$ cat src/rtl/hazard_pipe_if.sv
// hazard_pipe_if: decode-side inputs and hazard/forwarding outputs of the three-stage hazard pipe.
// master: decode stage driving dec_* and flush, observing indices, write enables, stall, stall_cnt.
// slave : hazard_pipe consuming dec_*/flush and producing the stage outputs.
interface hazard_pipe_if;
  logic       dec_valid;
  logic [3:0] dec_rs1;
  logic [3:0] dec_rs2;
  logic       dec_use1;
  logic       dec_use2;
  logic [3:0] dec_rd;
  logic       dec_we;
  logic       dec_load;
  logic       flush;
  logic [3:0] RegReadIndex11;
  logic [3:0] RegReadIndex21;
  logic [3:0] RegWriteIndex2;
  logic       RegWrite2;
  logic [3:0] RegWriteIndex3;
  logic       RegWrite3;
  logic       stall;
  logic [7:0] stall_cnt;
  modport master (
    output dec_valid, dec_rs1, dec_rs2, dec_use1, dec_use2, dec_rd, dec_we, dec_load, flush,
    input  RegReadIndex11, RegReadIndex21, RegWriteIndex2, RegWrite2, RegWriteIndex3, RegWrite3,
           stall, stall_cnt
  );
  modport slave (
    input  dec_valid, dec_rs1, dec_rs2, dec_use1, dec_use2, dec_rd, dec_we, dec_load, flush,
    output RegReadIndex11, RegReadIndex21, RegWriteIndex2, RegWrite2, RegWriteIndex3, RegWrite3,
           stall, stall_cnt
  );
endinterface

$ cat src/rtl/hazard_pipe.sv
// hazard_pipe: three-stage pipe tracking register use, detecting load-use hazards, and counting stalls.
// clk, rst_n (async active-low); bus: hazard_pipe_if.slave carrying dec_*, flush in and
// RegReadIndex11/21, RegWriteIndex2/3, RegWrite2/3, stall, stall_cnt out.
module hazard_pipe (
  input logic      clk,
  input logic      rst_n,
  hazard_pipe_if.slave bus
);
  logic       v1, use1, use2, we1, ld1;
  logic [3:0] rs1, rs2, rd1;
  logic       v2, we2, ld2;
  logic [3:0] rd2;
  logic       v3, we3;
  logic [3:0] rd3;
  logic [7:0] cnt;
  logic       h, stall, dv;
  assign h     = v1 & v2 & we2 & ld2 & ((use1 & (rs1 == rd2)) | (use2 & (rs2 == rd2)));
  assign stall = h & ~bus.flush;
  assign dv    = bus.dec_valid;
  always_ff @(posedge clk or negedge rst_n) begin
    if (!rst_n) begin
      {v1, use1, use2, we1, ld1, rs1, rs2, rd1} <= '0;
      {v2, we2, ld2, rd2} <= '0;
      {v3, we3, rd3} <= '0;
      cnt <= '0;
    end else begin
      {v3, we3, rd3} <= {v2, we2, rd2};
      {v2, we2, ld2, rd2} <= (bus.flush | stall) ? '0 : {v1, we1, ld1, rd1};
      if (bus.flush) begin
        {v1, use1, use2, we1, ld1, rs1, rs2, rd1} <= '0;
      end else if (!stall) begin
        v1   <= dv;
        use1 <= dv & bus.dec_use1;
        use2 <= dv & bus.dec_use2;
        we1  <= dv & bus.dec_we;
        ld1  <= dv & bus.dec_load;
        rs1  <= dv ? bus.dec_rs1 : 4'd0;
        rs2  <= dv ? bus.dec_rs2 : 4'd0;
        rd1  <= dv ? bus.dec_rd : 4'd0;
      end
      cnt <= cnt + {7'd0, stall & (cnt != 8'hff)};
    end
  end
  assign bus.RegReadIndex11 = rs1;
  assign bus.RegReadIndex21 = rs2;
  assign bus.RegWriteIndex2 = rd2;
  assign bus.RegWrite2      = v2 & we2;
  assign bus.RegWriteIndex3 = rd3;
  assign bus.RegWrite3      = v3 & we3;
  assign bus.stall          = stall;
  assign bus.stall_cnt      = cnt;
endmodule

$ cat src/flat_wrapper.sv
// flat-port wrapper written by rule: the top's interface ports become plain ports
module hazard_pipe_flat 
  (clk, rst_n, bus_dec_valid, bus_dec_rs1, bus_dec_rs2, bus_dec_use1, bus_dec_use2, bus_dec_rd, bus_dec_we, bus_dec_load, bus_flush, bus_RegReadIndex11, bus_RegReadIndex21, bus_RegWriteIndex2, bus_RegWrite2, bus_RegWriteIndex3, bus_RegWrite3, bus_stall, bus_stall_cnt);
  hazard_pipe_if bus_i ();
  input logic clk;
  input logic rst_n;
  input wire logic [$bits(bus_i.dec_valid)-1:0] bus_dec_valid;
  input wire logic [$bits(bus_i.dec_rs1)-1:0] bus_dec_rs1;
  input wire logic [$bits(bus_i.dec_rs2)-1:0] bus_dec_rs2;
  input wire logic [$bits(bus_i.dec_use1)-1:0] bus_dec_use1;
  input wire logic [$bits(bus_i.dec_use2)-1:0] bus_dec_use2;
  input wire logic [$bits(bus_i.dec_rd)-1:0] bus_dec_rd;
  input wire logic [$bits(bus_i.dec_we)-1:0] bus_dec_we;
  input wire logic [$bits(bus_i.dec_load)-1:0] bus_dec_load;
  input wire logic [$bits(bus_i.flush)-1:0] bus_flush;
  output wire logic [$bits(bus_i.RegReadIndex11)-1:0] bus_RegReadIndex11;
  output wire logic [$bits(bus_i.RegReadIndex21)-1:0] bus_RegReadIndex21;
  output wire logic [$bits(bus_i.RegWriteIndex2)-1:0] bus_RegWriteIndex2;
  output wire logic [$bits(bus_i.RegWrite2)-1:0] bus_RegWrite2;
  output wire logic [$bits(bus_i.RegWriteIndex3)-1:0] bus_RegWriteIndex3;
  output wire logic [$bits(bus_i.RegWrite3)-1:0] bus_RegWrite3;
  output wire logic [$bits(bus_i.stall)-1:0] bus_stall;
  output wire logic [$bits(bus_i.stall_cnt)-1:0] bus_stall_cnt;
  assign bus_i.dec_valid = bus_dec_valid;
  assign bus_i.dec_rs1 = bus_dec_rs1;
  assign bus_i.dec_rs2 = bus_dec_rs2;
  assign bus_i.dec_use1 = bus_dec_use1;
  assign bus_i.dec_use2 = bus_dec_use2;
  assign bus_i.dec_rd = bus_dec_rd;
  assign bus_i.dec_we = bus_dec_we;
  assign bus_i.dec_load = bus_dec_load;
  assign bus_i.flush = bus_flush;
  assign bus_RegReadIndex11 = bus_i.RegReadIndex11;
  assign bus_RegReadIndex21 = bus_i.RegReadIndex21;
  assign bus_RegWriteIndex2 = bus_i.RegWriteIndex2;
  assign bus_RegWrite2 = bus_i.RegWrite2;
  assign bus_RegWriteIndex3 = bus_i.RegWriteIndex3;
  assign bus_RegWrite3 = bus_i.RegWrite3;
  assign bus_stall = bus_i.stall;
  assign bus_stall_cnt = bus_i.stall_cnt;
  hazard_pipe u_core (.clk(clk), .rst_n(rst_n), .bus(bus_i));
endmodule
$ cat config.mk
export PLATFORM = sky130hd
export DESIGN_NAME = hazard_pipe_flat
export DESIGN_NICKNAME = d
export VERILOG_FILES = /design/src/rtl/hazard_pipe_if.sv /design/src/rtl/hazard_pipe.sv /design/src/flat_wrapper.sv
export SDC_FILE = /design/constraint.sdc
export NUM_CORES = 1
export LEC_CHECK = 0
export BUFFER_PORTS_ARGS = -buffer_cell sky130_fd_sc_hd__buf_2
export CAP_MARGIN = 10
export CORE_ASPECT_RATIO = 1.75
export CORE_MARGIN = 4
export CORE_UTILIZATION = 46
export DETAILED_ROUTE_END_ITERATION = 8
export PLACE_DENSITY_LB_ADDON = 0.15
export SLEW_MARGIN = 25
export SYNTH_ARGS = -nofsm -noshare
export SYNTH_HDL_FRONTEND = slang
export SYNTH_SLANG_ARGS = --single-unit
$ cat constraint.sdc
create_clock -name clk -period 1.9 [get_ports clk]
set_input_delay 0 -clock clk [delete_from_list [all_inputs] [get_ports clk]]
set_output_delay 0 -clock clk [all_outputs]
set_load 0.005 [all_outputs]
Word-level counts from Yosys, hierarchy flattened. Index checks and enable logic that the tools add are counted.

Register bits: 38. Latch bits: 0. Memory bits (writable): 0. ROM bits: 0. Input port bits: 20. Output and inout port bits: 27. Logic and storage cells: 58. Memories kept: 0.

Add/sub/neg operators: 1. Multipliers: 0. Div/mod/pow operators: 0. Magnitude comparators: 0. Equal/unequal tests: 4. Shift-type cells: 0. Multiplexer cells: 20. Bitwise logic cells: 17. Reduce and logical (&&, ||, !) cells: 0.

Operators with widths (count): 4-bit two-way mux (9); 1-bit bitwise AND (14); 1-bit two-way mux (10); 8-bit by 1-bit adder with 8-bit output (1); 4-bit == test (2); 8-bit inequality test (second input constant) (1); 7-bit two-way mux (1); 2-bit inequality test (second input constant) (1); 1-bit bitwise OR (2); 1-bit NOT (1).

Depth between registers and ports, before layout. Gate-level depths: netlist of run 1.

Depth in word-level cells: 7. Gate-level depth with buffers: 8. Gate-level depth less buffers: 8.

Worst setup path before layout of run 1. OpenSTA, ideal clock, no wires.

Path type: register to register. From: register u_core.rd2[3], in the netlist u_core.bus.RegWriteIndex2[3]. To: register u_core.cnt[4], in the netlist u_core.bus.stall_cnt[4]. Setup time: 0.124 ns. Arrival: 1.945 ns. Data required time: 1.776 ns. Path slack: -0.169 ns. Stages on the path, launching flop included: 9. Buffers on the path: 0. Clock period less this slack: 2.069 ns. Path through: dfrtp_1 -> xor2_1 -> nor4_4 -> a22oi_1 -> nor3_1 -> ha_1 -> ha_1 -> nand3_1 -> xnor2_1.

Word-level cells in the longest chain between the ends: 7. Elaborated cells between the ends (all ways): 9. Those cells by class: add/sub: 1; eq/ne: 2; bitwise: 6.

Ends and longest elaborated chain: from (decl) (line hazard_pipe.sv:12) `logic [3:0] rd2;`; from (signal assigned) (line hazard_pipe.sv:28) `{v2, we2, ld2, rd2} <= (bus.flush | stall) ? '0 : {v1, we1, ld1, rd1};`; 4-bit == test (line hazard_pipe.sv:17) `assign h = v1 & v2 & we2 & ld2 & ((use1 & (rs1 == rd2)) | (use2 & (rs2 == rd2)));`; 1-bit bitwise AND (line hazard_pipe.sv:17); 1-bit bitwise OR (*) (line hazard_pipe.sv:17); 1-bit bitwise AND (*) (line hazard_pipe.sv:17); 1-bit bitwise AND (*) (line hazard_pipe.sv:18) `assign stall = h & ~bus.flush;`; 1-bit bitwise AND (*) (line hazard_pipe.sv:41) `cnt <= cnt + {7'd0, stall & (cnt != 8'hff)};`; 8-bit by 1-bit adder with 8-bit output (*) (line hazard_pipe.sv:41); to (signal assigned) (line hazard_pipe.sv:41); to (decl) (line hazard_pipe.sv:15) `logic [7:0] cnt;`.

Every way passes the cells marked *; elsewhere a longest branch is shown, timed or not. A chain may end at the register's enable or synchronous reset.

Final worst setup path of run 1.
From: register u_core.rd2[0], in the netlist u_core.bus.RegWriteIndex2[0]. To: register u_core.cnt[4], in the netlist u_core.bus.stall_cnt[4].

The elaborated chain is that of the path after synthesis.

==> results.ini, run 1 <==
[status]
status=finished with violations
violations=setup timing

[cts]
h-tree-depth=2
clk_latency_ns=0.29
clockRootBuffer=clkbuf_8
cts_sinks=38
clock_path_buffers=2
cts_buffers=5
cts_tree=done
cts.reportedPaths.clkPinSlew_ns=0.07

[timing]
finalSetupViolCount=5
fin_worst_skew_ns=0.00612
slew_violations=0
worst_slew_pin_slew_ns=0.833
fin_crit_ns=1.98
setup_slack_ns=-0.0763
fmax_mhz=506
timing.slew.headroom_pct=44.5
fin_crit_sh_pct=104
final-hold-violation-count=0
rsz0062_at_grt=true

[worst_setup_path]
worst_setup_path_start_kind=flop
crit_slowest_cell=dfrtp_1
worstSetupPathType=reg -> reg
cp.required_ns=2.08
cp.arrival_ns=2.15
slowest_delay_ns=0.42
end_kind=flop
critPathMaxFanout=3
crit_chain=buf_6 -> xnor2_4 -> and4bb_2 -> a22oi_2 -> nor3_2 -> ha_2 -> ha_4 -> nand3_1 -> xnor2_1

[floorplanning]
rows=29
ioPinCount=47
initial_core_util_pct=47.2
core_um2=3590
die_y_um=88.3
die_w_um=53.9
die-area_um2=4760

[route]
first_iter_violations=21
viasPerCell=4.95
drt_pass1_iterations=4
route.detailed.drc=0
vias=1307
drt-total-wl_um=3900
antenna_left=0
wl_per_cell_um=14.8

[cells_and_area]
drive_above_1_share_pct=38.5
seq_area_um2=951
nets=241
mostFrequentLayoutCell=buf_2
area_delta_synth_final_pct=42.0
final_core_util_pct=67.0
final_area_um2=2410
layout_common_cells=46 x buf_2, 38 x dfrtp_1, 19 x dlygate4sd3_1
fillers=281
n_antenna_cell=0
multi_input_area_um2=800
fin_cells=264

[logic_synthesis]
yosysWarningCount=0
postSynthCellCount=140
synthFlopType=dfrtp_1
synth-edff-count=0
synthTopCellsByArea=dfrtp_1 56%, mux2i_1 9.4%, nand2b_1 5.9%, xor2_1 5.2%, and3b_2 4.1%
yosysTopAreaCell=dfrtp_1
async_flop_share_pct=100
yosysSeqAreaShare_pct=56.0
synth-seq-cells=38
synth_top_area_share_pct=56.0
yosys.cell_types.count=26
netlist_area_um2=1700
syn_nets=162
synth_area_per_cell_um2=12.1

[placed_design]
place_area_um2=2070
numPortBuffers=46
gp_congestion=0.816
dpl.cell_count=238
dp_hpwl_um=2710

[global_route]
gr-usage-all-layers_pct=19.3
grt_pass1_wl_um=6560
grt_pass1_vias=1328
grt_overflow=0
antenna_found_initial=0
grt_max_degree=39

[power_and_ir_drop]
ir_worst_vdd_mv=0.533
power.leakage_nw=1.35
powerDensity_nw_per_um2=645

[run]
drv_cap=0

[worst_hold_path]
hold_class=in -> reg

## routing by layer
| layer | global-route usage, % | routed length [um] | vias up |
|---|---|---|---|
| met1 | 21.8 | 1420 | 638 |
| met4 | 8.60 | 98 | 0 |
| met5 | 0 | 0 | - |
| li1 | - | - | 626 |
| met3 | 4.22 | 188 | 10 |
| met2 | 33.6 | 2200 | 33 |
## timing repair
action / CTS / global route
hold buffers: 19 / 0
pin swaps: 3 / 1
gates resized for setup: 9 / 2
hold endpoints to repair: 55 / 0
setup endpoints to repair: 7 / 7
buffers inserted: 1 / 0
## report_power, final
group	switching [mW]	internal, mW
registers	0.0162	0.831
logic	0.0726	0.0910
clock network	0.263	0.280
total	0.352	1.20
## metrics by stage
step,hold slack (ns),setup TNS (ns),power [mW],worst slack (ns)
after floorplan,-0.296,-0.239,0.921,-0.0610
after global placement,0.129,-0.427,0.985,-0.111
after detailed placement,0.146,-1.11,0.990,-0.286
after CTS,0.152,-0.338,1.57,-0.0968
after global routing,0.198,-0.845,1.62,-0.185
final,0.156,-0.237,1.55,-0.0763
## synth_stat cells (2+ instances only)
master / instances
xnor2_1: 4
nand2_1: 17
ha_1: 2
and2_1: 3
nand2b_1: 16
dfrtp_1: 38
clkbuf_1: 4
nand3_1: 3
xor2_1: 10
nor2_1: 6
and3b_2: 7
mux2i_1: 16
## cells by family (layout without fill, tap and decap cells)
family | after synthesis | after routing | synth area share [%]
multiplexers | 16 | 16 | 9.44
XOR/XNOR | 14 | 14 | 7.23
AND/OR/NAND/NOR | 61 | 61 | 22.1
buffers and inverters | 6 | 84 | 1.77
flip-flops | 38 | 38 | 56.0
AO/OA/AOI/OAI | 3 | 3 | 1.99
adder cells (fa/ha/maj) | 2 | 2 | 1.47
## path summary, 6_finish.rpt
check	from	end	slack, ns	cells after the start
setup / recovery	u_core.bus.RegWriteIndex2[0]	u_core.bus.stall_cnt[4]	-0.08	9
hold / removal	bus_flush	u_core.v1	0.16	2
setup reg to reg	u_core.bus.RegWriteIndex2[0]	u_core.bus.stall_cnt[4]	-0.08	9
hold reg to reg	u_core.v2	u_core.v3	0.39	0
max in group asynchronous	rst_n	u_core.bus.RegReadIndex21[3]	1.03	2
min in group asynchronous	rst_n	u_core.bus.RegReadIndex21[1]	0.34	2
## worst max-delay path, delay by kind of cell (launching register included)
kind,cells,cell delay [ns]
buffers and inverters,1,0.15
DFF,1,0.42
and+or+nand+nor,3,0.49
AOI/OAI and AO/OA,1,0.10
xor gates and xnor gates,2,0.30
adders and majority gates,2,0.42
## layout make-up
type | instances | share of cell area (%)
Sequential cell | 38 | 39.5
Multi-Input combinational cell | 96 | 33.2
Timing Repair Buffer | 77 | 21.4
Clock buffer | 6 | 3.43
Tap cell | 46 | 2.39
Inverter | 1 | 0.156
## state kept, by name (all words and copies together) (netlist names), 4 cells and up
name / flops
u_core.bus.RegReadIndex11: 4
u_core.bus.RegReadIndex21: 4
u_core.bus.RegWriteIndex2: 4
u_core.bus.RegWriteIndex3: 4
u_core.bus.stall_cnt: 8
u_core.rd1: 4
(Power assumes the default switching activity.)
==> run 2, diff against run 1 <==
Clock period 1.9 ns to 1.7 ns, I/O delays scaled along.
==> results.ini, run 2 (synthesized netlist as in run 1, its figures left out) <==
[status]
status=finished with violations
violations=setup timing

[cts]
h-tree-depth=2  ; unchanged
cts.reportedPaths.clkPinSlew_ns=0.08  ; about the same
cts_tree=done
clock_path_buffers=2  ; unchanged
cts_sinks=38  ; unchanged
cts_buffers=5  ; unchanged
clockRootBuffer=clkbuf_8
clk_latency_ns=0.29  ; about the same

[cells_and_area]
mostFrequentLayoutCell=buf_2
final_area_um2=2580  ; +7.3%
drive_above_1_share_pct=45.7  ; +7.2 points
nets=255  ; +5.8%
n_antenna_cell=0  ; unchanged
fin_cells=280  ; +6.1%
area_delta_synth_final_pct=52.3
final_core_util_pct=71.9  ; +4.9 points
largest_register_ffs=8  ; unchanged
fillers=280  ; -0.36%
layout_common_cells=46 x buf_2, 38 x dfrtp_1, 24 x buf_4

[timing]
worst_slew_pin_slew_ns=0.838  ; +0.00486 ns
setup_slack_ns=-0.292  ; -0.215 ns
fin_crit_sh_pct=117  ; +13 points
fmax_mhz=502  ; -0.77%
fin_crit_ns=1.99  ; +0.0152 ns
final-hold-violation-count=0  ; unchanged
timing.slew.headroom_pct=44.1  ; -0.32 points
rsz0062_at_grt=true
slew_violations=0  ; unchanged
fin_worst_skew_ns=0.00299  ; -0.00312 ns
finalSetupViolCount=24  ; +19

[global_route]
antenna_found_initial=0  ; unchanged
grt_pass1_vias=1475  ; +11%
grt_pass1_wl_um=6870  ; +4.8%
gr-usage-all-layers_pct=20.1  ; +0.78 points
grt_max_degree=39  ; unchanged
grt_overflow=0  ; unchanged

[route]
route.detailed.drc=0  ; unchanged
wl_per_cell_um=14.6  ; -1.1%
first_iter_violations=4  ; -81%
vias=1361  ; +4.1%
viasPerCell=4.86  ; -1.8%
drt-total-wl_um=4090  ; +4.9%
drt_pass1_iterations=4  ; unchanged
antenna_left=0  ; unchanged

[worst_setup_path]
worst_setup_path_start_kind=flop
cp.required_ns=1.87  ; -0.21 ns
worstSetupPathType=reg -> reg
end_kind=flop
endpoint=u_core.bus.stall_cnt[6]
r2r_start=u_core.bus.RegWriteIndex2[0]
startpoint=u_core.bus.RegWriteIndex2[0]
rrSetupSlack_ns=-0.29  ; -0.22 ns
worstRegToRegCells=9  ; unchanged
critPathMaxFanout=3  ; unchanged
timing.rr.end=u_core.bus.stall_cnt[6]
cp.arrival_ns=2.16  ; about the same

[floorplanning]
ioPinCount=47  ; unchanged
die_w_um=53.9  ; unchanged
die-area_um2=4760  ; unchanged
rows=29  ; unchanged
die_y_um=88.3  ; unchanged
core_um2=3590  ; unchanged
initial_core_util_pct=47.2  ; unchanged

[run]
drv_cap=0  ; unchanged

[placed_design]
dp_hpwl_um=2870  ; +5.8%
numPortBuffers=46  ; unchanged
dpl.cell_count=251  ; +5.5%
gp_congestion=0.817  ; about the same
pre_cts_ws_ns=-0.380  ; -0.0940 ns
place_area_um2=2180  ; +5.3%

[power_and_ir_drop]
power_switching_share_pct=22.6  ; -0.071 points
fin_total_pwr_mw=1.91  ; +23%
clkPwrFrac_pct=40.0  ; +5.1 points
powerDensity_nw_per_um2=740  ; +15%
ir_worst_vdd_mv=0.638  ; +20%
p_comb_share_pct=10.6  ; about the same
power.leakage_nw=1.43  ; +6.4%
internal-power_mw=1.48  ; +23%
p_seq_share_pct=49.4  ; -5.1 points
p_switching_mw=0.432  ; +23%

[worst_hold_path]
hold_class=in -> reg

run 2: changes by cell type in the layout (fill, tap and decap cells not counted), sizes merged:
cell / delta
clkinvlp: +2
clkbuf: -1
buf: +15
bufinv: +1
dlygate4sd3: -1
run 2: power by group through the flow:
stage / registers (mW) / logic (mW) / clock network [mW]
finish: 0.946 / 0.203 / 0.764
global route: 0.949 / 0.223 / 0.833
CTS: 0.945 / 0.200 / 0.789
detailed placement: 0.962 / 0.158 / 0
global placement: 0.961 / 0.154 / 0
floorplan: 0.963 / 0.0661 / 0
run 2: routing by layer:
metal	wire length, um	part of all wire (%)	global-route usage (%)	vias up
met2	2320	57	35.4	36
li1	-	-	-	643
met5	0	0	0	-
met4	79	1.9	7.67	0
met3	209	5.1	5.23	10
met1	1480	36	22.2	672
run 2: how the worst min path moves through the flow:
stage	startpoint	to	slack, ns	cells past startpoint
after floorplan	rst_n	u_core.bus.RegReadIndex11[0]	-0.30	0
after global placement	rst_n	u_core.bus.RegWriteIndex3[1]	0.13	1
after detailed placement	rst_n	u_core.bus.RegWriteIndex3[1]	0.15	1
after CTS	bus_flush	u_core.v1	0.14	2
after global routing	bus_flush	u_core.v1	0.18	2
final	bus_flush	u_core.v1	0.14	2
run 2: layout make-up:
class	count	area, um^2	share of cell area [%]
multi-input combinational	96	825	31.9
clock inverter	3	45.0	1.74
timing repair buffer	91	633	24.5
inverter	1	3.75	0.145
clock buffer	5	68.8	2.66
sequential	38	951	36.8
tap	46	57.6	2.23
run 2: what timing repair did:
| item | CTS | global route |
|---|---|---|
| buffers inserted | 2 | 2 |
| hold endpoints to repair | 55 | 0 |
| gates resized for setup | 6 | 10 |
| pin swaps | 4 | 7 |
| hold buffers | 18 | 0 |
| endpoints found under the setup margin | 9 | 17 |
run 2: worst max-delay path, stage by stage (launching register included):
cell and delay [ns]:
dfrtp_1 0.41, buf_6 0.14, xnor2_4 0.16, and4bb_2 0.25, a22oi_2 0.09, nor3_2 0.18, ha_2 0.24, ha_4 0.17
nand3_4 0.08, xnor2_2 0.15
run 2: metrics by stage:
stage / setup TNS, ns / hold WS, ns
detailed placement: -1.91 / 0.154
CTS: -1.41 / 0.139
global placement: -1.33 / 0.132
floorplan: -1.45 / -0.296
finish: -2.74 / 0.144
global route: -4.40 / 0.177
